File: src/rtl/reorder_buffer_pkg.sv
// Shared ROB sizing and dispatch-entry field widths.
// Imported by the ROB, reservation station, load/store buffer and decoder.
package reorder_buffer_pkg;

    localparam int ROB_WIDTH = 3;
    localparam int ROB_SIZE  = 2 ** ROB_WIDTH;
    localparam int REG_W     = 5;
    localparam int XLEN      = 32;

    typedef logic [ROB_WIDTH-1:0] rob_id_t;
    typedef logic [ROB_WIDTH:0]   rob_cnt_t;
    typedef logic [REG_W-1:0]     reg_id_t;
    typedef logic [XLEN-1:0]      word_t;

endpackage

File: src/rtl/reorder_buffer_if.sv
// Dispatch, operand query, writeback, retire and flush signals of the ROB.
// slave is the ROB side, master is the surrounding core side.
interface reorder_buffer_if;
    import reorder_buffer_pkg::*;

    logic    dec_en;
    logic    dec_rdy;
    logic    dec_has_dest;
    reg_id_t dec_rd;
    logic    dec_is_branch;
    logic    dec_pred_taken;
    word_t   dec_alt_pc;
    rob_id_t dec_rob_id;

    rob_id_t q_j_id;
    rob_id_t q_k_id;
    logic    q_j_ready;
    logic    q_k_ready;
    word_t   q_j_data;
    word_t   q_k_data;

    logic    rs_en;
    logic    rs_rdy;
    rob_id_t rs_rob_id;
    word_t   rs_data;

    logic    lsb_en;
    logic    lsb_rdy;
    rob_id_t lsb_rob_id;
    word_t   lsb_data;

    logic    rf_en;
    reg_id_t rf_rd;
    word_t   rf_data;
    rob_id_t rf_rob_id;

    logic    flush;
    word_t   flush_pc;

    modport slave (
        output dec_en, dec_rob_id,
        input  dec_rdy, dec_has_dest, dec_rd,
        input  dec_is_branch, dec_pred_taken, dec_alt_pc,
        input  q_j_id, q_k_id,
        output q_j_ready, q_k_ready, q_j_data, q_k_data,
        output rs_en, lsb_en,
        input  rs_rdy, rs_rob_id, rs_data,
        input  lsb_rdy, lsb_rob_id, lsb_data,
        output rf_en, rf_rd, rf_data, rf_rob_id,
        output flush, flush_pc
    );

    modport master (
        input  dec_en, dec_rob_id,
        output dec_rdy, dec_has_dest, dec_rd,
        output dec_is_branch, dec_pred_taken, dec_alt_pc,
        output q_j_id, q_k_id,
        input  q_j_ready, q_k_ready, q_j_data, q_k_data,
        input  rs_en, lsb_en,
        output rs_rdy, rs_rob_id, rs_data,
        output lsb_rdy, lsb_rob_id, lsb_data,
        input  rf_en, rf_rd, rf_data, rf_rob_id,
        input  flush, flush_pc
    );

endinterface

File: src/rtl/reorder_buffer.sv
// In-order retirement queue: allocates ids, captures writebacks,
// retires in program order and flushes on a mispredicted head branch.
module reorder_buffer
    import reorder_buffer_pkg::*;
(
    input  logic clk_in,
    input  logic rst_in,
    input  logic rdy_in,
    reorder_buffer_if.slave bus
);

    localparam rob_cnt_t FULL = rob_cnt_t'(ROB_SIZE);

    logic    busy       [ROB_SIZE];
    logic    ready      [ROB_SIZE];
    logic    has_dest   [ROB_SIZE];
    logic    is_branch  [ROB_SIZE];
    logic    pred_taken [ROB_SIZE];
    reg_id_t rd         [ROB_SIZE];
    word_t   alt_pc     [ROB_SIZE];
    word_t   data       [ROB_SIZE];

    rob_id_t  head;
    rob_id_t  tail;
    rob_cnt_t count;
    logic     flush_q;
    word_t    flush_pc_q;

    logic dec_xfer;
    logic rs_xfer;
    logic lsb_xfer;
    logic commit;
    logic mispredict;
    logic rf_write;

    assign bus.dec_en     = (count < FULL) && !flush_q;
    assign bus.rs_en      = !flush_q;
    assign bus.lsb_en     = !flush_q;
    assign bus.dec_rob_id = tail;
    assign bus.flush      = flush_q;
    assign bus.flush_pc   = flush_pc_q;

    assign dec_xfer = bus.dec_en && bus.dec_rdy && rdy_in;
    assign rs_xfer  = bus.rs_en && bus.rs_rdy && rdy_in;
    assign lsb_xfer = bus.lsb_en && bus.lsb_rdy && rdy_in;

    // Commit reads registered ready only; no writeback-to-retire bypass.
    assign commit = rdy_in && !flush_q && busy[head] && ready[head];
    assign mispredict = commit && is_branch[head]
                        && (data[head][0] != pred_taken[head]);
    assign rf_write = commit && has_dest[head] && !is_branch[head];

    assign bus.rf_en     = rf_write;
    assign bus.rf_rd     = rf_write ? rd[head]   : '0;
    assign bus.rf_data   = rf_write ? data[head] : '0;
    assign bus.rf_rob_id = rf_write ? head       : '0;

    // Operand lookup with same-cycle writeback bypass, RS over LSB.
    always_comb begin
        bus.q_j_ready = ready[bus.q_j_id];
        bus.q_j_data  = data[bus.q_j_id];
        if (lsb_xfer && bus.lsb_rob_id == bus.q_j_id) begin
            bus.q_j_ready = 1'b1;
            bus.q_j_data  = bus.lsb_data;
        end
        if (rs_xfer && bus.rs_rob_id == bus.q_j_id) begin
            bus.q_j_ready = 1'b1;
            bus.q_j_data  = bus.rs_data;
        end
    end

    always_comb begin
        bus.q_k_ready = ready[bus.q_k_id];
        bus.q_k_data  = data[bus.q_k_id];
        if (lsb_xfer && bus.lsb_rob_id == bus.q_k_id) begin
            bus.q_k_ready = 1'b1;
            bus.q_k_data  = bus.lsb_data;
        end
        if (rs_xfer && bus.rs_rob_id == bus.q_k_id) begin
            bus.q_k_ready = 1'b1;
            bus.q_k_data  = bus.rs_data;
        end
    end

    always_ff @(posedge clk_in) begin
        if (rst_in) begin
            head       <= '0;
            tail       <= '0;
            count      <= '0;
            flush_q    <= 1'b0;
            flush_pc_q <= '0;
            for (int i = 0; i < ROB_SIZE; i++) begin
                busy[i]  <= 1'b0;
                ready[i] <= 1'b0;
            end
        end else if (rdy_in) begin
            flush_q <= mispredict;
            if (mispredict) begin
                flush_pc_q <= alt_pc[head];
                head       <= '0;
                tail       <= '0;
                count      <= '0;
                for (int i = 0; i < ROB_SIZE; i++) begin
                    busy[i]  <= 1'b0;
                    ready[i] <= 1'b0;
                end
            end else begin
                if (lsb_xfer && busy[bus.lsb_rob_id]) begin
                    ready[bus.lsb_rob_id] <= 1'b1;
                    data[bus.lsb_rob_id]  <= bus.lsb_data;
                end
                if (rs_xfer && busy[bus.rs_rob_id]) begin
                    ready[bus.rs_rob_id] <= 1'b1;
                    data[bus.rs_rob_id]  <= bus.rs_data;
                end
                if (commit) begin
                    busy[head]  <= 1'b0;
                    ready[head] <= 1'b0;
                    head        <= head + 1'b1;
                end
                if (dec_xfer) begin
                    busy[tail]       <= 1'b1;
                    ready[tail]      <= 1'b0;
                    has_dest[tail]   <= bus.dec_has_dest;
                    rd[tail]         <= bus.dec_rd;
                    is_branch[tail]  <= bus.dec_is_branch;
                    pred_taken[tail] <= bus.dec_pred_taken;
                    alt_pc[tail]     <= bus.dec_alt_pc;
                    tail             <= tail + 1'b1;
                end
                count <= count + rob_cnt_t'(dec_xfer)
                               - rob_cnt_t'(commit);
            end
        end
    end

endmodule
File: src/flat_wrapper.sv
// flat-port wrapper written by rule: the top's interface ports become plain ports
module reorder_buffer_flat import reorder_buffer_pkg::*;
  (clk_in, rst_in, rdy_in, bus_dec_en, bus_dec_rob_id, bus_dec_rdy, bus_dec_has_dest, bus_dec_rd, bus_dec_is_branch, bus_dec_pred_taken, bus_dec_alt_pc, bus_q_j_id, bus_q_k_id, bus_q_j_ready, bus_q_k_ready, bus_q_j_data, bus_q_k_data, bus_rs_en, bus_lsb_en, bus_rs_rdy, bus_rs_rob_id, bus_rs_data, bus_lsb_rdy, bus_lsb_rob_id, bus_lsb_data, bus_rf_en, bus_rf_rd, bus_rf_data, bus_rf_rob_id, bus_flush, bus_flush_pc);
  reorder_buffer_if bus_i ();
  input  logic clk_in;
  input  logic rst_in;
  input  logic rdy_in;
  output wire logic [$bits(bus_i.dec_en)-1:0] bus_dec_en;
  output wire logic [$bits(bus_i.dec_rob_id)-1:0] bus_dec_rob_id;
  input wire logic [$bits(bus_i.dec_rdy)-1:0] bus_dec_rdy;
  input wire logic [$bits(bus_i.dec_has_dest)-1:0] bus_dec_has_dest;
  input wire logic [$bits(bus_i.dec_rd)-1:0] bus_dec_rd;
  input wire logic [$bits(bus_i.dec_is_branch)-1:0] bus_dec_is_branch;
  input wire logic [$bits(bus_i.dec_pred_taken)-1:0] bus_dec_pred_taken;
  input wire logic [$bits(bus_i.dec_alt_pc)-1:0] bus_dec_alt_pc;
  input wire logic [$bits(bus_i.q_j_id)-1:0] bus_q_j_id;
  input wire logic [$bits(bus_i.q_k_id)-1:0] bus_q_k_id;
  output wire logic [$bits(bus_i.q_j_ready)-1:0] bus_q_j_ready;
  output wire logic [$bits(bus_i.q_k_ready)-1:0] bus_q_k_ready;
  output wire logic [$bits(bus_i.q_j_data)-1:0] bus_q_j_data;
  output wire logic [$bits(bus_i.q_k_data)-1:0] bus_q_k_data;
  output wire logic [$bits(bus_i.rs_en)-1:0] bus_rs_en;
  output wire logic [$bits(bus_i.lsb_en)-1:0] bus_lsb_en;
  input wire logic [$bits(bus_i.rs_rdy)-1:0] bus_rs_rdy;
  input wire logic [$bits(bus_i.rs_rob_id)-1:0] bus_rs_rob_id;
  input wire logic [$bits(bus_i.rs_data)-1:0] bus_rs_data;
  input wire logic [$bits(bus_i.lsb_rdy)-1:0] bus_lsb_rdy;
  input wire logic [$bits(bus_i.lsb_rob_id)-1:0] bus_lsb_rob_id;
  input wire logic [$bits(bus_i.lsb_data)-1:0] bus_lsb_data;
  output wire logic [$bits(bus_i.rf_en)-1:0] bus_rf_en;
  output wire logic [$bits(bus_i.rf_rd)-1:0] bus_rf_rd;
  output wire logic [$bits(bus_i.rf_data)-1:0] bus_rf_data;
  output wire logic [$bits(bus_i.rf_rob_id)-1:0] bus_rf_rob_id;
  output wire logic [$bits(bus_i.flush)-1:0] bus_flush;
  output wire logic [$bits(bus_i.flush_pc)-1:0] bus_flush_pc;
  assign bus_dec_en = bus_i.dec_en;
  assign bus_dec_rob_id = bus_i.dec_rob_id;
  assign bus_i.dec_rdy = bus_dec_rdy;
  assign bus_i.dec_has_dest = bus_dec_has_dest;
  assign bus_i.dec_rd = bus_dec_rd;
  assign bus_i.dec_is_branch = bus_dec_is_branch;
  assign bus_i.dec_pred_taken = bus_dec_pred_taken;
  assign bus_i.dec_alt_pc = bus_dec_alt_pc;
  assign bus_i.q_j_id = bus_q_j_id;
  assign bus_i.q_k_id = bus_q_k_id;
  assign bus_q_j_ready = bus_i.q_j_ready;
  assign bus_q_k_ready = bus_i.q_k_ready;
  assign bus_q_j_data = bus_i.q_j_data;
  assign bus_q_k_data = bus_i.q_k_data;
  assign bus_rs_en = bus_i.rs_en;
  assign bus_lsb_en = bus_i.lsb_en;
  assign bus_i.rs_rdy = bus_rs_rdy;
  assign bus_i.rs_rob_id = bus_rs_rob_id;
  assign bus_i.rs_data = bus_rs_data;
  assign bus_i.lsb_rdy = bus_lsb_rdy;
  assign bus_i.lsb_rob_id = bus_lsb_rob_id;
  assign bus_i.lsb_data = bus_lsb_data;
  assign bus_rf_en = bus_i.rf_en;
  assign bus_rf_rd = bus_i.rf_rd;
  assign bus_rf_data = bus_i.rf_data;
  assign bus_rf_rob_id = bus_i.rf_rob_id;
  assign bus_flush = bus_i.flush;
  assign bus_flush_pc = bus_i.flush_pc;
  reorder_buffer u_core (.clk_in(clk_in), .rst_in(rst_in), .rdy_in(rdy_in), .bus(bus_i));
endmodule
File: config.mk
export PLATFORM = sky130hd
export DESIGN_NAME = reorder_buffer_flat
export DESIGN_NICKNAME = d
export VERILOG_FILES = /design/src/rtl/reorder_buffer_pkg.sv /design/src/rtl/reorder_buffer_if.sv /design/src/rtl/reorder_buffer.sv /design/src/flat_wrapper.sv
export SDC_FILE = /design/constraint.sdc
export NUM_CORES = 1
export LEC_CHECK = 0
export ABC_AREA = 1
export BUFFER_PORTS_ARGS = -buffer_cell sky130_fd_sc_hd__buf_2
export CAP_MARGIN = 20
export CORE_MARGIN = 2
export CORE_UTILIZATION = 31
export CTS_CLUSTER_SIZE = 12
export DETAILED_ROUTE_END_ITERATION = 8
export PLACE_DENSITY = 0.52
export SLEW_MARGIN = 25
export SYNTH_ARGS = -nofsm -noshare
export SYNTH_HDL_FRONTEND = slang
export SYNTH_SLANG_ARGS = --single-unit
File: constraint.sdc
create_clock -name clk_in -period 5 [get_ports clk_in]
set_input_delay 1 -clock clk_in [delete_from_list [all_inputs] [get_ports clk_in]]
set_output_delay 1 -clock clk_in [all_outputs]
set_load 0.02 [all_outputs]
After elaboration in Yosys (flattened, before gate mapping) --
Memories as Yosys holds them, arrays and structs flattened. A register that Yosys moved wholly into a read port is not among the register bits. Cells that the tools add are included.
Word-level totals: bits in registers 11, latch bits 0, bits in writable memories 592, memory bits (read-only) 0, input port bits 122, output and inout bits 146, word-level logic and storage cells 161, memories 8
Memory list:
- u_core.alt_pc | words 8, width 32, read ports 1, clocked after memory_dff 1, wr ports 1, line reorder_buffer.sv:20 | word_t alt_pc [ROB_SIZE];
- u_core.data | words 8, width 32, read ports 3, clocked after memory_dff 1, wr ports 2, line reorder_buffer.sv:21 | word_t data [ROB_SIZE];
- u_core.rd | words 8, width 5, read ports 1, clocked after memory_dff 1, wr ports 1, line reorder_buffer.sv:19 | reg_id_t rd [ROB_SIZE];
- u_core.busy | words 8, width 1, read ports 3, clocked after memory_dff 1, wr ports 8, line reorder_buffer.sv:14 | logic busy [ROB_SIZE];
- u_core.has_dest | words 8, width 1, read ports 1, clocked after memory_dff 1, wr ports 1, line reorder_buffer.sv:16 | logic has_dest [ROB_SIZE];
- u_core.is_branch | words 8, width 1, read ports 1, clocked after memory_dff 1, wr ports 1, line reorder_buffer.sv:17 | logic is_branch [ROB_SIZE];
- +2 memories
Operators by class: $add $sub $neg 4, multipliers 0, divide/modulo/power cells 0, $lt $le $gt $ge 1, eq/ne operators 5, shift operators 0, multiplexer cells 90, bitwise gates (word level) 16, reduce and logical (&&, ||, !) cells 33
Operators with widths (count):
- $mux W32 | 5
- $mux W3 | 25
- $mux W1 | 58
- $logic_and A1 B1 Y1 | 20
- $or A1 B1 Y1 | 16
- $eq A3 B3 Y1 | 4
- $add A3 B1 Y3 const B | 2
- $reduce_and A2 Y1 | 3
- $reduce_or A1 Y1 | 6
- $mux W5 | 1
- $add A4 B1 Y4 | 1
- $lt A4 B4 Y1 const B | 1
- $mux W4 | 1
- $reduce_bool A2 Y1 | 2
- $sub A4 B1 Y4 | 1
- $logic_not A1 Y1 | 2
- $ne A1 B1 Y1 | 1

Depth between registers and ports, before layout --
depth in word-level cells 12, depth in mapped cells 19

Worst setup path before layout --
OpenSTA, ideal clock, no wires.
path type input to register, from in bus_rs_rob_id[0], to mem u_core.data[0][0] in the netlist's numbering (enable), setup time 0.466 ns, arrival time 4.284 ns, data required time 4.534 ns, path slack 0.250 ns, cell stages on the path 8, buffers on the path 2, cells stage by stage buf_2 -> nand3_1 -> o22ai_1 -> nor2_1 -> a21oi_2 -> nand2_4 -> buf_6 -> o21ai_0
RTL lines:
- from (decl) | line flat_wrapper.sv:25 | input wire logic [$bits(bus_i.rs_rob_id)-1:0] bus_rs_rob_id;
- to (decl) | line reorder_buffer.sv:21

==> metrics.yaml <==
yosys_most_used_dff: "edfxtp_1"
p_leak_nw: 14.2
syn_area_per_cell_um2: 8.89
netlist_top_cells_area: "edfxtp_1 51%, o21ai_0 9.4%, nand2_1 7.3%"
insertion_delay_ns: 0.69
worstMarginPinSlew_ns: 0.976
cts_resized: 0
viasPerCell: 5.42
first_iter_violations: 3132
synth_async_sr_flop_share_pct: 0
drive_gt1_share_pct: 13.2
yosysTopAreaCell: "edfxtp_1"
hold_viol: 0
yosysUniqueCellTypes: 44
path_cells: "buf_4 -> buf_4 -> nor2_1 -> a21oi_1 -> nor2_1 -> o21ai_0 -> nand2_1 -> nor2_1 -> buf_2"
cts_tree: "yes"
postCtsHoldBufs: 0
hold-path-cell-count: 2
io-pin-count: 268
cp-end-kind: "output port"
hold_class: "reg -> reg"
swShare_pct: 24.8
rsz0062_at_grt: "false"
synth-edff-count: 576
p_sw_mw: 3.07
ys_ff_latch: 638
wirelength_um: 124000
gp_congestion: 0.871
route.detailed.drc: 0
crit_slowest_cell: "dfxtp_4"
syn_nets: 3936
cts_made_buffers: 77
p_per_area_mw_per_mm2: 317
num_vias: 29258
tns_ns: 0
rows: 121
min_period_over_period_pct: 92.3
hold_slack_ns: 0.446
max-cap-violations: 0
dp_hpwl_um: 75200
ir_drop_uv: 279
cts.sinks: 638
clock_path_buffers: 3
p_seq_share_pct: 47.0
yosys_warnings: 0
synthCells: 3807
nets: 4042
pwr-share-clk_pct: 45.5
antenna_found_initial: 21
crit_type: "reg -> out"
r2r_cells: 12
fmax_ghz: 0.217
outcome: "finished clean"
slew_headroom_pct: 34.8
p_int_mw: 9.34
synth_top_area_share_pct: 51.1
cts_setup_buffers: 0
cpPeakStageDelay_ns: 0.65
layout_min_cycle_time_ns: 4.61
core_area_mm2: 0.109
grt_overflow: 0
initial_core_util_pct: 31.2
share_comb_of_total_power_pct: 7.5
track_usage_pct: 21.7
path_clk_slew_ns: 0.06
io_buffers: 267
crit_path_start_kind: "flip-flop"
path_max_fanout: 52
ctsRootBufferMaster: "clkbuf_16"
finalClockSkew_ns: 0.0724
finalMaxSlewViolations: 0
seq_area_frac_synth_pct: 54.8
die_w_um: 334
worst_ep_arrival_time_ns: 3.61
dieArea_mm2: 0.112
die_height_um: 334
syn_area_mm2: 0.0338
cp.required_ns: 4.00
dr.pass1.iters: 6
ant_nets: 0
area.growth.synth_to_final_pct: 15.5
wl_per_cell_um: 23.0
grt_pass1_vias: 27482
setup_violations: 0
grt_max_degree: 172
cp_common_cell: "nor2_1"
htree_levels: 3
grt_pass1_wl_um: 182000
## flip-flops by register name, indices dropped and copies added, names as in the netlist, named ones only
register               flops
u_core.alt_pc            256
u_core.bus.dec_rob_id      3
u_core.bus.flush           1
u_core.bus.flush_pc       32
u_core.busy                8
u_core.count               4
u_core.data              256
u_core.has_dest            8
u_core.head                3
u_core.is_branch           8
u_core.pred_taken          8
u_core.rd                 40
u_core.ready               8
## cell usage after synthesis, drive strengths merged (27+ instances only)
library cell    n
o21ai         764
a31oi          29
dfxtp          62
a21oi         268
nand2         663
o21a          117
o221ai         27
inv           246
nand3         210
edfxtp        576
clkbuf        213
nor2          291
buf           113
o2111ai        32
o211ai        109
## critical path: cells and delay by family, from the launching register on
| kind | cells | cell delay, ns |
|---|---|---|
| simple gates | 4 | 0.47 |
| compound gates | 2 | 0.43 |
| buf+inv | 3 | 1.35 |
| flops | 1 | 0.65 |
## placed cells by master, fill, tap and decap left out, types with 71 or more instances in the layout
cell / count
nand2_1: 658
inv_1: 226
o211ai_1: 109
edfxtp_1: 576
o21ai_0: 630
clkbuf_16: 78
a21oi_1: 267
nor2_1: 279
nand3_1: 208
o21a_1: 117
o21ai_1: 126
buf_2: 263
buf_4: 71
## layout make-up
| type | instances | area (um^2) |
|---|---|---|
| fill | 10952 | 69500 |
| timing repair buffer | 353 | 2200 |
| sequential | 638 | 18600 |
| tap | 1414 | 1770 |
| multi-input combinational | 2594 | 13000 |
| clock buffer | 107 | 2140 |
| antenna | 9 | 22.5 |
| inverter | 249 | 942 |
| clock inverter | 36 | 412 |
## per-layer routing
| metal | GRT usage [%] | up-vias | routed length [um] |
|---|---|---|---|
| met2 | 34.4 | 1275 | 56100 |
| met4 | 8.01 | 20 | 4490 |
| met5 | 0 | - | 130 |
| met1 | 29.2 | 13962 | 53100 |
| li1 | - | 13774 | - |
| met3 | 4.41 | 227 | 10400 |
## power by group through the flow
stage | Sequential [mW] | Combinational [mW] | Clock, mW
after floorplan | 5.95 | 0.526 | 0
after global placement | 5.95 | 0.910 | 0
after detailed placement | 5.95 | 0.915 | 0
after CTS | 5.84 | 0.917 | 5.75
after global routing | 5.84 | 1.01 | 5.94
final | 5.84 | 0.929 | 5.64
## path summary, 6_finish.rpt
check	start	slack (ns)	endpoint
hold / removal	u_core.bus.flush_pc[8]	0.45	u_core.bus.flush_pc[8]
hold reg to reg	u_core.bus.flush_pc[8]	0.45	u_core.bus.flush_pc[8]
setup / recovery	flip-flop	0.39	bus_rf_data[6]
setup reg to reg	flip-flop	1.08	u_core.is_branch[3]
## cells by family (layout without fill, tap and decap cells)
logic type | after synthesis | in the layout | share of synthesized area (%)
AND/OR/NAND/NOR | 1190 | 1190 | 14.3
adder cells (fa/ha/maj) | 7 | 7 | 0.281
other | 0 | 9 | 0
AO/OA/AOI/OAI | 1392 | 1392 | 23.5
flip-flops | 638 | 638 | 54.8
XOR/XNOR | 5 | 5 | 0.129
buffers and inverters | 575 | 745 | 7.11
## stage by stage
stage / worst slack (ns) / area (um^2) / instances / utilization (%) / power, mW
global placement: 0.560 / 36500 / 5248 / 33.6 / 6.86
detailed placement: 0.547 / 36500 / 5248 / 33.6 / 6.86
CTS: 0.341 / 39100 / 5391 / 36.0 / 12.5
floorplan: 0.250 / 33800 / 3807 / - / 6.48
global route: 0.0501 / 39100 / 5394 / 36.0 / 12.8
finish: 0.387 / 39100 / 5400 / 36.0 / 12.4
Power figures use the tool's default switching activity.
